$ cat src/rtl/mem_word_buffer.sv
// Word buffer behind mem_control: stores arriving UART words, flags when a frame
// is complete, and streams the stored words out over valid/ready on request.
module mem_word_buffer #(
    parameter int unsigned WORD_WIDTH = 32,
    parameter int unsigned DEPTH      = 16,
    parameter int unsigned ADDR_W     = 4,
    parameter int unsigned NUM_W      = 5
) (
    input  logic                  clk,
    input  logic                  reset,
    input  logic                  memctrl_mem_write_start,
    input  logic [WORD_WIDTH-1:0] memctrl_mem_write_data,
    input  logic                  memctrl_mem_read,
    input  logic [NUM_W-1:0]      word_number,
    output logic                  mem_write_done,
    output logic                  mem_out_valid,
    output logic [WORD_WIDTH-1:0] mem_out_data,
    input  logic                  mem_out_ready,
    output logic [NUM_W-1:0]      mem_word_count,
    output logic                  mem_full,
    output logic                  mem_empty,
    output logic                  mem_overflow
);

    typedef enum logic [1:0] {StIdle, StFill, StDrain} state_e;

    state_e                state_q;
    logic [WORD_WIDTH-1:0] ram [DEPTH];
    logic [ADDR_W-1:0]     wr_ptr_q;
    logic [NUM_W-1:0]      rd_idx_q;
    logic [NUM_W-1:0]      count_q;
    logic                  done_sent_q;
    logic                  wr_accept;
    logic [NUM_W-1:0]      count_inc;

    assign mem_word_count = count_q;
    assign mem_full       = (count_q == NUM_W'(DEPTH));
    assign mem_empty      = (count_q == '0);
    assign count_inc      = count_q + NUM_W'(1);
    assign wr_accept      = memctrl_mem_write_start && (state_q != StDrain) && !mem_full;

    // Storage is deliberately left uninitialised by reset.
    always_ff @(posedge clk) begin
        if (wr_accept) begin
            ram[wr_ptr_q] <= memctrl_mem_write_data;
        end
    end

    always_ff @(posedge clk) begin
        if (!reset) begin
            state_q        <= StIdle;
            wr_ptr_q       <= '0;
            rd_idx_q       <= '0;
            count_q        <= '0;
            done_sent_q    <= 1'b0;
            mem_write_done <= 1'b0;
            mem_out_valid  <= 1'b0;
            mem_out_data   <= '0;
            mem_overflow   <= 1'b0;
        end else begin
            mem_write_done <= 1'b0;
            if (memctrl_mem_write_start && !wr_accept) begin
                mem_overflow <= 1'b1;
            end
            unique case (state_q)
                StIdle, StFill: begin
                    if (wr_accept) begin
                        wr_ptr_q <= wr_ptr_q + ADDR_W'(1);
                        count_q  <= count_inc;
                        state_q  <= StFill;
                        if ((count_inc == word_number) && (word_number != '0) && !done_sent_q) begin
                            mem_write_done <= 1'b1;
                            done_sent_q    <= 1'b1;
                        end
                    end
                    // A same-cycle write counts towards the drain.
                    if (memctrl_mem_read && (wr_accept || (count_q != '0))) begin
                        state_q  <= StDrain;
                        rd_idx_q <= '0;
                    end
                end
                StDrain: begin
                    // rd_idx_q is the next word to fetch; it equals count_q once the
                    // last word is sitting on the output.
                    if (!mem_out_valid) begin
                        mem_out_data  <= ram[rd_idx_q[ADDR_W-1:0]];
                        mem_out_valid <= 1'b1;
                        rd_idx_q      <= rd_idx_q + NUM_W'(1);
                    end else if (mem_out_ready) begin
                        if (rd_idx_q == count_q) begin
                            state_q       <= StIdle;
                            count_q       <= '0;
                            wr_ptr_q      <= '0;
                            rd_idx_q      <= '0;
                            done_sent_q   <= 1'b0;
                            mem_out_valid <= 1'b0;
                        end else begin
                            mem_out_data <= ram[rd_idx_q[ADDR_W-1:0]];
                            rd_idx_q     <= rd_idx_q + NUM_W'(1);
                        end
                    end
                end
                default: state_q <= StIdle;
            endcase
        end
    end

endmodule

$ cat config.mk
export PLATFORM = sky130hd
export DESIGN_NAME = mem_word_buffer
export DESIGN_NICKNAME = d
export VERILOG_FILES = /design/src/rtl/mem_word_buffer.sv
export SDC_FILE = /design/constraint.sdc
export NUM_CORES = 1
export LEC_CHECK = 0
export BUFFER_PORTS_ARGS = -buffer_cell sky130_fd_sc_hd__clkbuf_2
export CAP_MARGIN = 5
export CELL_PAD_IN_SITES_DETAIL_PLACEMENT = 0
export CELL_PAD_IN_SITES_GLOBAL_PLACEMENT = 2
export CORE_ASPECT_RATIO = 0.7
export CORE_MARGIN = 2
export CORE_UTILIZATION = 40
export DETAILED_ROUTE_END_ITERATION = 12
export PLACE_DENSITY_LB_ADDON = 0.1
export SYNTH_ARGS = -nofsm -noshare
export SYNTH_HDL_FRONTEND = slang
export SYNTH_SLANG_ARGS = --single-unit
$ cat constraint.sdc
create_clock -name clk -period 11.1 [get_ports clk]
set_input_delay 2.22 -clock clk [delete_from_list [all_inputs] [get_ports clk]]
set_output_delay 2.22 -clock clk [all_outputs]
set_load 0.03 [all_outputs]
## After elaboration in Yosys (flattened, before gate mapping)

Memories as Yosys holds them, arrays and structs flattened. A register that Yosys moved wholly into a read port is not among the register bits.
Cells that the tools add are included.

- Input port bits: 42
- Register bits after elaboration: 52
- Output and inout bits: 42
- Memories: 1
- RAM bits: 512
- Word-level logic and storage cells: 89

Memory list:

| name | depth | width | rd ports | clocked after memory_dff | wr ports | RTL line | source |
|---|---|---|---|---|---|---|---|
| ram | 16 | 32 | 1 | 1 | 1 | 28 | `logic [WORD_WIDTH-1:0] ram [DEPTH];` |

- Add/sub/neg operators: 3
- Reduce and logical (&&, ||, !) cells: 22
- Equality and inequality tests: 16
- Multiplexer cells: 38

Operators with widths:

| kind | count |
|---|---|
| 2-to-1 mux 32 bit | 3 |
| 2-to-1 mux 5 bit | 8 |
| 2-to-1 mux 4 bit | 6 |
| one-hot mux 5 bit (2 select lines) | 2 |
| inequality test 2 bit, second input constant | 8 |
| 2-to-1 mux 1 bit | 11 |
| adder 5 x 1 -> 5 bit, second input constant | 2 |
| == test 5 bit | 2 |
| 2-to-1 mux 2 bit | 5 |
| nonzero test 5 bit | 2 |
| AND reduction 3 bit | 3 |
| one-hot mux 4 bit (2 select lines) | 1 |
| logical AND 1 bit | 6 |
| inequality test 3 bit, second input constant | 2 |
| AND reduction 6 bit | 1 |
| == test 5 bit, second input constant | 1 |
| zero test 5 bit | 1 |
| AND reduction 5 bit | 1 |
| adder 4 x 1 -> 4 bit, second input constant | 1 |
| one-hot mux 2 bit (2 select lines) | 1 |
| AND reduction 4 bit | 1 |
| zero test 1 bit | 3 |
| == test 2 x 1 -> 1 bit, second input constant | 1 |
| == test 2 bit, second input constant | 1 |
| 6 further kinds | 6 |

## Logic depth before layout (Yosys ltp)

- Word-level depth: 9
- Mapped depth: 9
- Depth with buffers taken out: 7

## Least setup slack after synthesis

OpenSTA, ideal clock, no wires.

- Kind: input -> register
- Start point: input port memctrl_mem_write_start
- End point: memory ram[0][0] (enable)
- Stages on the path: 3
- Arrival time: 4.721 ns
- Path slack: 5.918 ns
- Library setup time: 0.461 ns
- Cell sequence: and3_1 nand2_1 nor3_1

- Longest elaborated chain between the ends: 4

RTL lines:

| element | RTL line | source |
|---|---|---|
| from (decl) | 11 | `input logic memctrl_mem_write_start,` |
| logical AND 1 bit (2 in series) | 40 | `assign wr_accept = memctrl_mem_write_start && (state_q != StDrain) && !mem_full;` |
| 2-to-1 mux 1 bit | 44 | `if (wr_accept) begin` |
| 2-to-1 mux 1 bit (not written as such) | 45 | `ram[wr_ptr_q] <= memctrl_mem_write_data;` |
| to (decl) | 28 |  |

No other way between the ends.

## Final worst setup path

- Start point: register count_q[0] (netlist: mem_word_count[0])
- End point: output port mem_empty

- Longest elaborated chain between the ends: 1

RTL lines:

| element | RTL line | source |
|---|---|---|
| from (decl) | 31 | `logic [NUM_W-1:0] count_q;` |
| from (signal assigned) | 69 | `count_q <= count_inc;` |
| zero test 5 bit | 38 | `assign mem_empty = (count_q == '0);` |
| to (decl) | 21 | `output logic mem_empty,` |

No other way between the ends.

==> impl_metrics.ini <==
[routing]
final_antenna_net_count = 0
vias = 10100
wl_per_cell_um = 23.9
drt-initial-drc-count = 637
vias_per_cell = 5.25
drc = 0
totalWireLength_mm = 46.2
drt_first_pass_iters = 5

[yosys]
synth_area_leaders = edfxtp_1, mux4_2, dfxtp_1
async_reset_ff_share_pct = 0
yosysTopAreaCellShare_pct = 70.6
dominantRegCellSynth = edfxtp_1
synthDistinctLibCells = 45
synth_fp_nets = 1105
ys_seq_elements = 568
synth_warnings = 0
syn_area_um2 = 21800
avgSynthCellArea_um2 = 20.6
synth_top_area_cell = edfxtp_1
synth_edf_count = 512
ys_seq_area_share_pct = 75.8
synth_cells = 1056

[clock_network]
cts_tree = built
clock_path_buffers = 3
numCtsBuffers = 55
ctsResizeCount = 0
cts_hold_buf = 0
clk_pin_slew_worst_paths_ns = 0.06
clk_latency_ns = 0.59
cts_sinks = 568
htree_num_levels = 2
root_buffer = clkbuf_16
cts_setup_buffers = 0

[floorplanning]
coreArea_um2 = 53700
initial_core_util_pct = 40.5
io_pins = 84
die_area_um2 = 56300
die_w_um = 283
die_h_um = 199
row_count = 71

[final_layout]
nNetsFinal = 1208
multi_input_area_um2 = 5050
fill_cells = 4560
syn_to_final_growth_pct = 14.4
final_cells = 1934
stdcell_area_um2 = 24900
area.sequential_um2 = 16500
layout-drive-gt1-share_pct = 31.0
diodes = 0

[timing]
finClkSkew_ns = 0.0120
drv_slew = 0
timing.setup.tns_ns = 0
setup_viol = 0
fmax_mhz = 241
period_minus_slack_ns = 4.14
slew_headroom_pct = 27.3
fin_crit_sh_pct = 37.3
rsz0062_at_grt = false
worst_slack_ns = 6.96
finalHoldViolCount = 0
worstMarginPinSlew_ns = 1.09

[setup_path]
worst-path-max-fanout = 8
cp-start-kind = flop
worstPathRequired_ns = 8.88
crit_path_end_kind = output port
rrSetupSlack_ns = 7.70
critPathKind = flop to output port
cp_data_arrival_time_ns = 1.92

[flow_run]
drv_cap = 0

[power_and_ir_drop]
p_per_area_nw_per_um2 = 182
p_leak_nw = 7.76
ir_drop_mv = 0.113
power_mw = 4.52

[placement]
dp_hpwl_mm = 24.2
placedCellCount = 1832
place.port_buffers = 83
dp_slack_ns = 6.88
gp_congestion = 0.725
place_area_um2 = 23100

[global_routing]
grtUsageTotal_pct = 16.9
grt_pass1_wl_mm = 69.5
grt_max_degree = 65
grt_pass1_vias = 10600
grt_overflow = 0
antenna_found_initial = 0

[outcome]
status = finished, final reports clean

[worst_hold_path]
hold_path.class = flop to flop
==> kinds of logic (layout without fill, tap and decap cells) <==
family	Yosys count	in the layout	synth area share [%]
flip-flops	568	568	75.8
XOR/XNOR	11	11	0.442
buffers and inverters	70	218	1.55
adder cells (fa/ha/maj)	7	7	0.402
multiplexers	194	194	16.5
AO/OA/AOI/OAI	95	95	2.92
AND/OR/NAND/NOR	111	111	2.45
==> registers in the layout, indices dropped and copies added (netlist names), named ones only <==
register and flops:
ram 512, mem_out_data 32, done_sent_q 1, mem_out_valid 1, state_q 2, mem_word_count 5, wr_ptr_q 4, mem_overflow 1
mem_write_done 1, rd_idx_q 5
==> cell usage in the layout, fill, tap and decap left out, types with 12 or more instances in the layout <==
master / count
a21oi_1: 46
buf_4: 22
clkbuf_1: 13
clkbuf_16: 57
clkbuf_2: 83
clkinv_2: 13
dfxtp_1: 52
edfxtp_1: 512
mux2_2: 34
mux2i_1: 32
mux4_2: 128
nand2_1: 12
nor2_1: 47
nor2_4: 12
o2bb2ai_1: 32
==> power breakdown <==
part | internal, mW | leakage [nW] | switching (mW)
sequential | 2.36 | 5.08 | 0.0164
clock | 1.10 | 0.892 | 0.785
combinational | 0.102 | 1.79 | 0.154
==> worst paths after layout <==
check | startpoint | endpoint | depth (start not counted)
setup / recovery | mem_word_count[0] | mem_empty | 4
setup reg to reg | flop | mem_out_data[3] | 6
hold reg to reg | mem_out_data[29] | mem_out_data[29] | 1
hold / removal | mem_out_data[29] | mem_out_data[29] | 1
==> critical path: stages, from the launching register on <==
cell and delay [ns]:
dfxtp_1 0.43, inv_1 0.10, ha_1 0.17, nor4b_1 0.36, clkbuf_2 0.28
==> stage by stage <==
stage / util [%] / hold WS, ns
2_1_floorplan: - / 0.460
6_report: 46.3 / 0.463
3_5_place_dp: 43.0 / 0.447
3_3_place_gp: 43.0 / 0.446
5_1_grt: 46.3 / 0.477
4_1_cts: 46.3 / 0.465
==> layout make-up <==
class | instances | area share (%)
clock buffer | 70 | 5.92
clock inverter | 32 | 1.35
inverter | 11 | 0.166
multi-input combinational | 418 | 20.3
sequential | 568 | 66.3
tap | 730 | 3.67
timing repair buffer | 105 | 2.33
==> synthesized netlist by cell type, drive strengths merged (7+ instances only) <==
cell type	n
edfxtp	512
clkbuf	22
ha	7
a21oi	46
inv	11
o2bb2ai	32
nand2	12
nor3	7
mux2	34
buf	37
xnor2	7
dfxtp	56
mux2i	32
mux4	128
nor2	59
nand3	11
==> metal layers <==
metal	GRT usage, %	up-vias	wire length, µm
li1	-	4553	-
met1	25.5	5395	23000
met2	25.7	139	20900
met3	2.86	59	1570
met4	3.88	0	718
met5	0	-	0
Note: power is estimated with default switching activity, not from simulation.
